## src/rtl/mem_access_stage_if.sv

```systemverilog
// mem_access_stage_if
//   Data-memory request/acknowledge bus between the MEM stage and the data memory.
//   One outstanding request: the request side holds dmem_req and its payload until
//   the memory raises dmem_ack for one cycle, with dmem_rdata valid in that cycle.
// Signals
//   dmem_req    request valid, held until ack
//   dmem_we     1 = write
//   dmem_addr   word-aligned byte address {addr[31:2],2'b00}
//   dmem_wstrb  byte lane enables (0 on reads)
//   dmem_wdata  store data replicated into lanes
//   dmem_ack    request done; dmem_rdata valid same cycle
//   dmem_rdata  read word
// Modports: master = MEM stage, slave = data memory.
interface mem_access_stage_if;
  logic        dmem_req;
  logic        dmem_we;
  logic [31:0] dmem_addr;
  logic [3:0]  dmem_wstrb;
  logic [31:0] dmem_wdata;
  logic        dmem_ack;
  logic [31:0] dmem_rdata;

  modport master (
    output dmem_req, dmem_we, dmem_addr, dmem_wstrb, dmem_wdata,
    input  dmem_ack, dmem_rdata
  );

  modport slave (
    input  dmem_req, dmem_we, dmem_addr, dmem_wstrb, dmem_wdata,
    output dmem_ack, dmem_rdata
  );
endinterface

```

## src/rtl/mem_access_stage.sv

```systemverilog
// mem_access_stage
//   MEM pipeline stage: registers each EX result, performs loads/stores on the data
//   memory (one outstanding request), extends load data and presents
//   {rd index, ALU result, load data, access flag} to wb_stage for exactly one cycle
//   per retire. Non-retire cycles present all zeros.
// Parameters
//   WAIT_TIMEOUT  max cycles a dmem request may stay un-acked; 0 = no timeout
// Configuration macro
//   MEM_STAGE_MISALIGN_CHK_EN  when defined, misaligned H/W accesses issue no request
//                              and retire with rd 0 plus an error pulse
// Ports
//   clk_i, reset_ni        clock (rising edge), asynchronous active-low reset
//   ex_*                   instruction presented by EX (valid, rd, ALU result/address,
//                          load/store flags, funct3 size/sign, store data)
//   dmem                   data-memory bus (master side)
//   mem_rd_index_r         rd to wb_stage, 0 when not retiring
//   mem_access_w           1 = wb selects mem_rdata_w
//   mem_wb_alu_result_r    registered ALU result
//   mem_rdata_w            registered, extended load data
//   mem_stall_w            EX must hold; instruction not accepted this cycle
//   mem_err_o              one-cycle pulse on timeout or misaligned access
module mem_access_stage #(
  parameter int unsigned WAIT_TIMEOUT = 255
) (
  input  logic                clk_i,
  input  logic                reset_ni,
  input  logic                ex_valid_i,
  input  logic [4:0]          ex_rd_index_i,
  input  logic [31:0]         ex_alu_result_i,
  input  logic                ex_mem_read_i,
  input  logic                ex_mem_write_i,
  input  logic [2:0]          ex_funct3_i,
  input  logic [31:0]         ex_store_data_i,
  mem_access_stage_if.master  dmem,
  output logic [4:0]          mem_rd_index_r,
  output logic                mem_access_w,
  output logic [31:0]         mem_wb_alu_result_r,
  output logic [31:0]         mem_rdata_w,
  output logic                mem_stall_w,
  output logic                mem_err_o
);
  localparam int unsigned   CW      = $clog2(WAIT_TIMEOUT + 2);
  localparam logic [CW-1:0] TO_LAST = (WAIT_TIMEOUT == 0) ? '0 : CW'(WAIT_TIMEOUT - 1);

  typedef enum logic {IDLE, REQ} state_t;

  typedef struct packed {
    logic        err;
    logic        acc;
    logic [4:0]  rd;
    logic [31:0] res;
    logic [31:0] rdata;
  } ret_t;

  state_t        state_q, state_d;
  logic [4:0]    op_rd_q;
  logic [31:0]   op_addr_q;
  logic          op_we_q;
  logic [2:0]    op_f3_q;
  logic [31:0]   op_wdata_q;
  logic [CW-1:0] cnt_q;
  ret_t          pend_q, pend_d, comp, newr, sel;
  logic          pend_vld_q, pend_vld_d, comp_vld, newr_vld;
  logic          in_req, is_mem, misalign, accept, timeout;
  logic [7:0]    ld_byte;
  logic [15:0]   ld_half;
  logic [31:0]   ld_ext, st_data;
  logic [3:0]    st_strb;

  assign in_req      = (state_q == REQ);
  assign mem_stall_w = in_req && !dmem.dmem_ack;
  assign accept      = ex_valid_i && !mem_stall_w;
  assign is_mem      = ex_mem_read_i || ex_mem_write_i;
  assign timeout     = (WAIT_TIMEOUT != 0) && in_req && !dmem.dmem_ack && (cnt_q == TO_LAST);

`ifdef MEM_STAGE_MISALIGN_CHK_EN
  assign misalign = is_mem &&
                    ((ex_funct3_i[1:0] == 2'b01 && ex_alu_result_i[0]) ||
                     (ex_funct3_i[1:0] == 2'b10 && ex_alu_result_i[1:0] != 2'b00));
`else
  assign misalign = 1'b0;
`endif

  // Lane selection / extension for loads and lane placement for stores
  always_comb begin
    ld_byte = dmem.dmem_rdata[7:0];
    ld_half = op_addr_q[1] ? dmem.dmem_rdata[31:16] : dmem.dmem_rdata[15:0];
    ld_ext  = dmem.dmem_rdata;
    st_strb = '1;
    st_data = op_wdata_q;
    case (op_addr_q[1:0])
      2'd1:    ld_byte = dmem.dmem_rdata[15:8];
      2'd2:    ld_byte = dmem.dmem_rdata[23:16];
      2'd3:    ld_byte = dmem.dmem_rdata[31:24];
      default: ;
    endcase
    case (op_f3_q)
      3'b000:  ld_ext = {{24{ld_byte[7]}}, ld_byte};
      3'b001:  ld_ext = {{16{ld_half[15]}}, ld_half};
      3'b100:  ld_ext = {24'd0, ld_byte};
      3'b101:  ld_ext = {16'd0, ld_half};
      default: ;
    endcase
    case (op_f3_q[1:0])
      2'b00: begin
        st_strb = 4'b0001 << op_addr_q[1:0];
        st_data = {4{op_wdata_q[7:0]}};
      end
      2'b01: begin
        st_strb = op_addr_q[1] ? 4'b1100 : 4'b0011;
        st_data = {2{op_wdata_q[15:0]}};
      end
      default: ;
    endcase
  end

  assign dmem.dmem_req   = in_req;
  assign dmem.dmem_we    = in_req && op_we_q;
  assign dmem.dmem_addr  = in_req ? {op_addr_q[31:2], 2'b00} : '0;
  assign dmem.dmem_wstrb = (in_req && op_we_q) ? st_strb : '0;
  assign dmem.dmem_wdata = (in_req && op_we_q) ? st_data : '0;

  // Retires without a destination (stores, errors, rd 0) present all-zero payloads.
  always_comb begin
    state_d  = state_q;
    comp     = '0;
    comp_vld = 1'b0;
    newr     = '0;
    newr_vld = 1'b0;
    if (in_req) begin
      if (dmem.dmem_ack) begin
        comp_vld = 1'b1;
        state_d  = IDLE;
        if (!op_we_q && op_rd_q != 5'd0) begin
          comp.rd    = op_rd_q;
          comp.acc   = 1'b1;
          comp.res   = op_addr_q;
          comp.rdata = ld_ext;
        end
      end else if (timeout) begin
        comp_vld = 1'b1;
        comp.err = 1'b1;
        state_d  = IDLE;
      end
    end
    if (accept) begin
      if (is_mem && !misalign) begin
        state_d = REQ;
      end else begin
        newr_vld = 1'b1;
        newr.err = misalign;
        if (!misalign && ex_rd_index_i != 5'd0) begin
          newr.rd  = ex_rd_index_i;
          newr.res = ex_alu_result_i;
        end
      end
    end
  end

  // A non-memory op accepted on a load's ack edge would retire in the same cycle
  // as the load. The load wins; the op waits in a one-entry skid slot, which drains
  // ahead of any younger op (younger ops then take the slot in turn).
  always_comb begin
    sel        = comp_vld ? comp : (pend_vld_q ? pend_q : newr);
    pend_vld_d = (comp_vld || pend_vld_q) && newr_vld;
    pend_d     = pend_vld_d ? newr : '0;
  end

  always_ff @(posedge clk_i or negedge reset_ni) begin
    if (!reset_ni) begin
      state_q             <= IDLE;
      op_rd_q             <= '0;
      op_addr_q           <= '0;
      op_we_q             <= 1'b0;
      op_f3_q             <= '0;
      op_wdata_q          <= '0;
      cnt_q               <= '0;
      pend_q              <= '0;
      pend_vld_q          <= 1'b0;
      mem_rd_index_r      <= '0;
      mem_access_w        <= 1'b0;
      mem_wb_alu_result_r <= '0;
      mem_rdata_w         <= '0;
      mem_err_o           <= 1'b0;
    end else begin
      state_q <= state_d;
      if (accept) begin
        op_rd_q    <= ex_rd_index_i;
        op_addr_q  <= ex_alu_result_i;
        op_we_q    <= ex_mem_write_i;
        op_f3_q    <= ex_funct3_i;
        op_wdata_q <= ex_store_data_i;
        cnt_q      <= '0;
      end else if (in_req) begin
        cnt_q <= cnt_q + CW'(1);
      end
      pend_q              <= pend_d;
      pend_vld_q          <= pend_vld_d;
      mem_rd_index_r      <= sel.rd;
      mem_access_w        <= sel.acc;
      mem_wb_alu_result_r <= sel.res;
      mem_rdata_w         <= sel.rdata;
      mem_err_o           <= sel.err;
    end
  end
endmodule
```

## src/flat_wrapper.sv

```systemverilog
// flat-port wrapper written by rule: the top's interface ports become plain ports
module mem_access_stage_flat 
#(
  parameter int unsigned WAIT_TIMEOUT = 255
)
  (clk_i, reset_ni, ex_valid_i, ex_rd_index_i, ex_alu_result_i, ex_mem_read_i, ex_mem_write_i, ex_funct3_i, ex_store_data_i, mem_rd_index_r, mem_access_w, mem_wb_alu_result_r, mem_rdata_w, mem_stall_w, mem_err_o, dmem_dmem_req, dmem_dmem_we, dmem_dmem_addr, dmem_dmem_wstrb, dmem_dmem_wdata, dmem_dmem_ack, dmem_dmem_rdata);
  mem_access_stage_if dmem_i ();
  input  logic clk_i;
  input  logic reset_ni;
  input  logic ex_valid_i;
  input  logic [4:0] ex_rd_index_i;
  input  logic [31:0] ex_alu_result_i;
  input  logic ex_mem_read_i;
  input  logic ex_mem_write_i;
  input  logic [2:0] ex_funct3_i;
  input  logic [31:0] ex_store_data_i;
  output logic [4:0] mem_rd_index_r;
  output logic mem_access_w;
  output logic [31:0] mem_wb_alu_result_r;
  output logic [31:0] mem_rdata_w;
  output logic mem_stall_w;
  output logic mem_err_o;
  output wire logic [$bits(dmem_i.dmem_req)-1:0] dmem_dmem_req;
  output wire logic [$bits(dmem_i.dmem_we)-1:0] dmem_dmem_we;
  output wire logic [$bits(dmem_i.dmem_addr)-1:0] dmem_dmem_addr;
  output wire logic [$bits(dmem_i.dmem_wstrb)-1:0] dmem_dmem_wstrb;
  output wire logic [$bits(dmem_i.dmem_wdata)-1:0] dmem_dmem_wdata;
  input wire logic [$bits(dmem_i.dmem_ack)-1:0] dmem_dmem_ack;
  input wire logic [$bits(dmem_i.dmem_rdata)-1:0] dmem_dmem_rdata;
  assign dmem_dmem_req = dmem_i.dmem_req;
  assign dmem_dmem_we = dmem_i.dmem_we;
  assign dmem_dmem_addr = dmem_i.dmem_addr;
  assign dmem_dmem_wstrb = dmem_i.dmem_wstrb;
  assign dmem_dmem_wdata = dmem_i.dmem_wdata;
  assign dmem_i.dmem_ack = dmem_dmem_ack;
  assign dmem_i.dmem_rdata = dmem_dmem_rdata;
  mem_access_stage #(.WAIT_TIMEOUT(WAIT_TIMEOUT)) u_core (.clk_i(clk_i), .reset_ni(reset_ni), .ex_valid_i(ex_valid_i), .ex_rd_index_i(ex_rd_index_i), .ex_alu_result_i(ex_alu_result_i), .ex_mem_read_i(ex_mem_read_i), .ex_mem_write_i(ex_mem_write_i), .ex_funct3_i(ex_funct3_i), .ex_store_data_i(ex_store_data_i), .dmem(dmem_i), .mem_rd_index_r(mem_rd_index_r), .mem_access_w(mem_access_w), .mem_wb_alu_result_r(mem_wb_alu_result_r), .mem_rdata_w(mem_rdata_w), .mem_stall_w(mem_stall_w), .mem_err_o(mem_err_o));
endmodule
```

## config.mk

```make
export PLATFORM = sky130hd
export DESIGN_NAME = mem_access_stage_flat
export DESIGN_NICKNAME = d
export VERILOG_FILES = /design/src/rtl/mem_access_stage_if.sv /design/src/rtl/mem_access_stage.sv /design/src/flat_wrapper.sv
export SDC_FILE = /design/constraint.sdc
export NUM_CORES = 1
export LEC_CHECK = 0
export CELL_PAD_IN_SITES_DETAIL_PLACEMENT = 0
export CELL_PAD_IN_SITES_GLOBAL_PLACEMENT = 1
export CORE_MARGIN = 2
export CORE_UTILIZATION = 38
export CTS_CLUSTER_DIAMETER = 120
export DETAILED_ROUTE_END_ITERATION = 10
export GPL_ROUTABILITY_DRIVEN = 0
export GPL_TIMING_DRIVEN = 0
export HOLD_SLACK_MARGIN = 0.12
export PLACE_DENSITY = 0.89
export SETUP_SLACK_MARGIN = 0.3
export SLEW_MARGIN = 20
export SYNTH_ARGS = -nofsm -noshare
export SYNTH_HDL_FRONTEND = slang
export SYNTH_SLANG_ARGS = --single-unit
```

## constraint.sdc

```tcl
create_clock -name clk_i -period 2.65 [get_ports clk_i]
set_clock_uncertainty 0.05 [all_clocks]
set_input_delay 0.6625 -clock clk_i [delete_from_list [all_inputs] [get_ports clk_i]]
set_output_delay 0.6625 -clock clk_i [all_outputs]
set_load 0.03 [all_outputs]
```

==> impl_results.md <==
* Async SR Flop Fraction at 100.0%
* Worst-Skew Late Latency at 0.44 ns
* Die W at 154.1 um
* Worst path required time at 1.94 ns
* P_leak at 5.877 nW
* Part of the power in registers at 41.2%
* Yosys reg bits at 192
* Via-per-instance ratio at 5.120
* WL/cell at 18.73 um
* CP Launch Type: flip-flop
* Syn avg cell area at 9.501 sq um
* Sw frac at 32.64%
* Largest net degree at the start of global routing at 86
* Grt peak-use layer: met2
* EDFF count, synth at 0
* Largest stage delay, worst path at 0.37 ns
* Share of layout cells above drive strength 1 at 20.68%
* Clock buffer count from CTS at 17
* Combinational power share at 25.8%
* Number of detailed-route iterations in the first pass at 6
* Setup TNS at 0 ns
* CTS root buf: clkbuf_16
* CP max-delay cell: dfrtp_1
* Status: completed
* Count leader, synth: nand2_1
* NetSw at 2.661 mW
* Final Util at 56.64%
* Fin nets at 1,308
* Minimum clock period at 2.422 ns
* Clock Power Share at 33.1%
* Post-Synthesis Cells at 901
* CTS Sinks at 192
* Share of Yosys cell area claimed by the top area cell type at 56.12%
* Cell internal pwr at 5.493 mW
* Vias in the first global route at 7,796
* Final Slew Violations at 0
* Peak VDD IR at 0.4555 mV
* CP dominant cell by count: buf_6
* Pwr dens at 655.7 nW/um^2
* Grt met2 use at 39.76%
* CTS tree: done
* Crit path kind: flip-flop to output pin
* Grt met1 use at 30.53%
* Max frequency at 412.9 MHz
* Hold crit path type: flip-flop to flip-flop
* Synth unique cells at 49
* Yosys top cell by area: dfrtp_1
* Drt drc at 0
* Buffer depth of the longest clock path at 2
* Fin Hold WS at 0.4312 ns
* Post-route ant nets at 0
* Core box area at 21,960 sq um
* Dpl hpwl at 19.61 mm
* # setup viols final at 0
* Overflow after GRT at 0
* Diode count at 0
* WP data arrival at 1.71 ns
* Total wire length at 27.89 mm
* Initial antenna violation count at 1
* Area contributors post-synth: dfrtp_1 (56%), nand2_1 (12%), a32oi_1 (3.3%), nor3b_1 (2.9%), and2_1 (2.6%)
* Initial Util at 38.99%
* Worst-path fanout max at 6
* Synthesis warning total at 0
* Max_cap viols at 0
* Worst relative slew slack at 54.48%
* Commonest cells post-synth: nand2_1 (274), dfrtp_1 (192), a21oi_1 (39), nor2_1 (38), and2_1 (36)
* Period utilization at 91.39%
* DIE HEIGHT at 154.1 um
* H-tree depth at 4
* Register area share after synthesis at 56.12%
* I/O Pins at 252
* Port bufs at 249
* Final Hold Vio Count at 0
* Met3 track demand over resource at 6.652%
* Crit path cell chain: buf_6, clkbuf_16, mux2i_1, nor2_1, a21oi_2, nor2_2, buf_6
* Fill count at 1,941
* Ys flop type: dfrtp_1
* Vias at 7,624
* CP endpoint kind: output pin
* Synthesized area at 8561 sq um
* Total power at 8.155 mW
* Worst-path clk slew at 0.08 ns
* Die area at 23,750 sq um
* Initial DRC count at 470
* Area growth from synthesis to layout at 45.28%
* First-pass GRT wire length at 43.97 mm
* RSZ-0062 raised after global routing: true
* Number of core rows at 54
* All-Layer GR Usage at 23.71%
* Slew at the pin closest to its max-slew limit at 0.6829 ns
-- power groups by stage --
stage	clock, mW	sequential, mW	combinational (mW)
6_report	2.70	3.36	2.10
5_1_grt	2.86	3.39	2.27
4_1_cts	2.73	3.34	2.04
3_5_place_dp	0	3.40	1.92
3_3_place_gp	0	3.39	1.90
2_1_floorplan	0	3.50	0.921
-- routing by layer --
metal  share of wire [%]  up-vias
met4                 1.4        0
met2                  49      284
met3                 7.9       31
met1                  42     3712
li1                    -     3597
met5                   0        -
-- metrics by stage --
step,setup WS [ns],cells,area [sq um]
2_1_floorplan,0.2358,902,8581
3_3_place_gp,-8.006,1431,11420
3_5_place_dp,-0.5346,1433,11480
4_1_cts,0.2279,1483,12310
5_1_grt,0.1734,1489,12440
6_report,0.2281,1489,12440
-- what timing repair did --
item	4_1_cts	5_1_grt
hold endpoints to repair	56	0
pin swaps	12	12
setup endpoints to repair	72	46
buffers inserted	15	5
gates resized for setup	445	58
hold buffers	1	0
gates cloned	2	1
-- flip-flops by register name (all words and copies together), names as in the netlist, 3 cells and up --
| name | count |
|---|---|
| u_core.mem_rd_index_r | 5 |
| u_core.pend_q | 37 |
| u_core.op_rd_q | 5 |
| u_core.mem_rdata_w | 32 |
| u_core.op_wdata_q | 32 |
| u_core.mem_wb_alu_result_r | 32 |
| u_core.op_addr_q | 32 |
| u_core.op_f3_q | 3 |
| u_core.cnt_q | 9 |
-- critical path, delay by kind of cell (launching register included) --
kind / cells / cell delay, ns
multiplexers: 1 / 0.12
AND/OR/NAND/NOR: 2 / 0.29
buffers and inverters: 3 / 0.44
AO/OA/AOI/OAI: 1 / 0.05
flip-flops: 1 / 0.37
-- cells in the final DEF (no fill, tap or decap), types with 14 or more instances in the layout --
| cell | count |
|---|---|
| nor2_1 | 27 |
| clkbuf_1 | 18 |
| inv_1 | 22 |
| o21ai_1 | 34 |
| mux2i_1 | 16 |
| and2_1 | 36 |
| buf_2 | 57 |
| nor3b_1 | 33 |
| a32oi_1 | 32 |
| dfrtp_1 | 190 |
| a21oi_1 | 22 |
| clkbuf_16 | 18 |
| clkdlybuf4s50_1 | 178 |
| a21oi_2 | 26 |
| buf_4 | 33 |
| nand2_1 | 262 |
| a22oi_1 | 14 |
| buf_6 | 26 |
-- kinds of logic after synthesis --
group,after synthesis,synth area share (%)
xor+xnor,6,0.6139
simple gates,422,22.44
compound gates,164,12.92
flops,192,56.12
other cells,1,0.04380
fa+ha+maj,2,0.2923
mux,20,2.368
buf+inv,94,5.203
-- area by class of cell --
class | instances | area [sq um] | area share (%)
inverter | 24 | 90.09 | 0.7243
clock inverter | 14 | 165.2 | 1.328
tap | 280 | 350.3 | 2.817
timing repair buffer | 275 | 2530 | 20.34
multi-input combinational | 616 | 3508 | 28.21
sequential | 192 | 4807 | 38.65
clock buffer | 18 | 439.2 | 3.531
buffer | 70 | 546.8 | 4.396
-- worst paths after layout --
kind                                       start                endpoint  slack (ns)  depth (start not counted)
setup / recovery               u_core.op_f3_q[0]     dmem_dmem_wdata[30]        0.23                          7
hold / removal             u_core.op_wdata_q[24]   u_core.op_wdata_q[24]        0.43                          2
setup reg to reg             u_core.op_addr_q[1]  u_core.mem_rdata_w[27]        0.49                          8
hold reg to reg            u_core.op_wdata_q[24]   u_core.op_wdata_q[24]        0.43                          2
max in group asynchronous               reset_ni  u_core.mem_rdata_w[11]        0.81                          4
min in group asynchronous               reset_ni    u_core.op_addr_q[19]        0.67                          2
No activity file was read; power rests on OpenSTA's default activity.
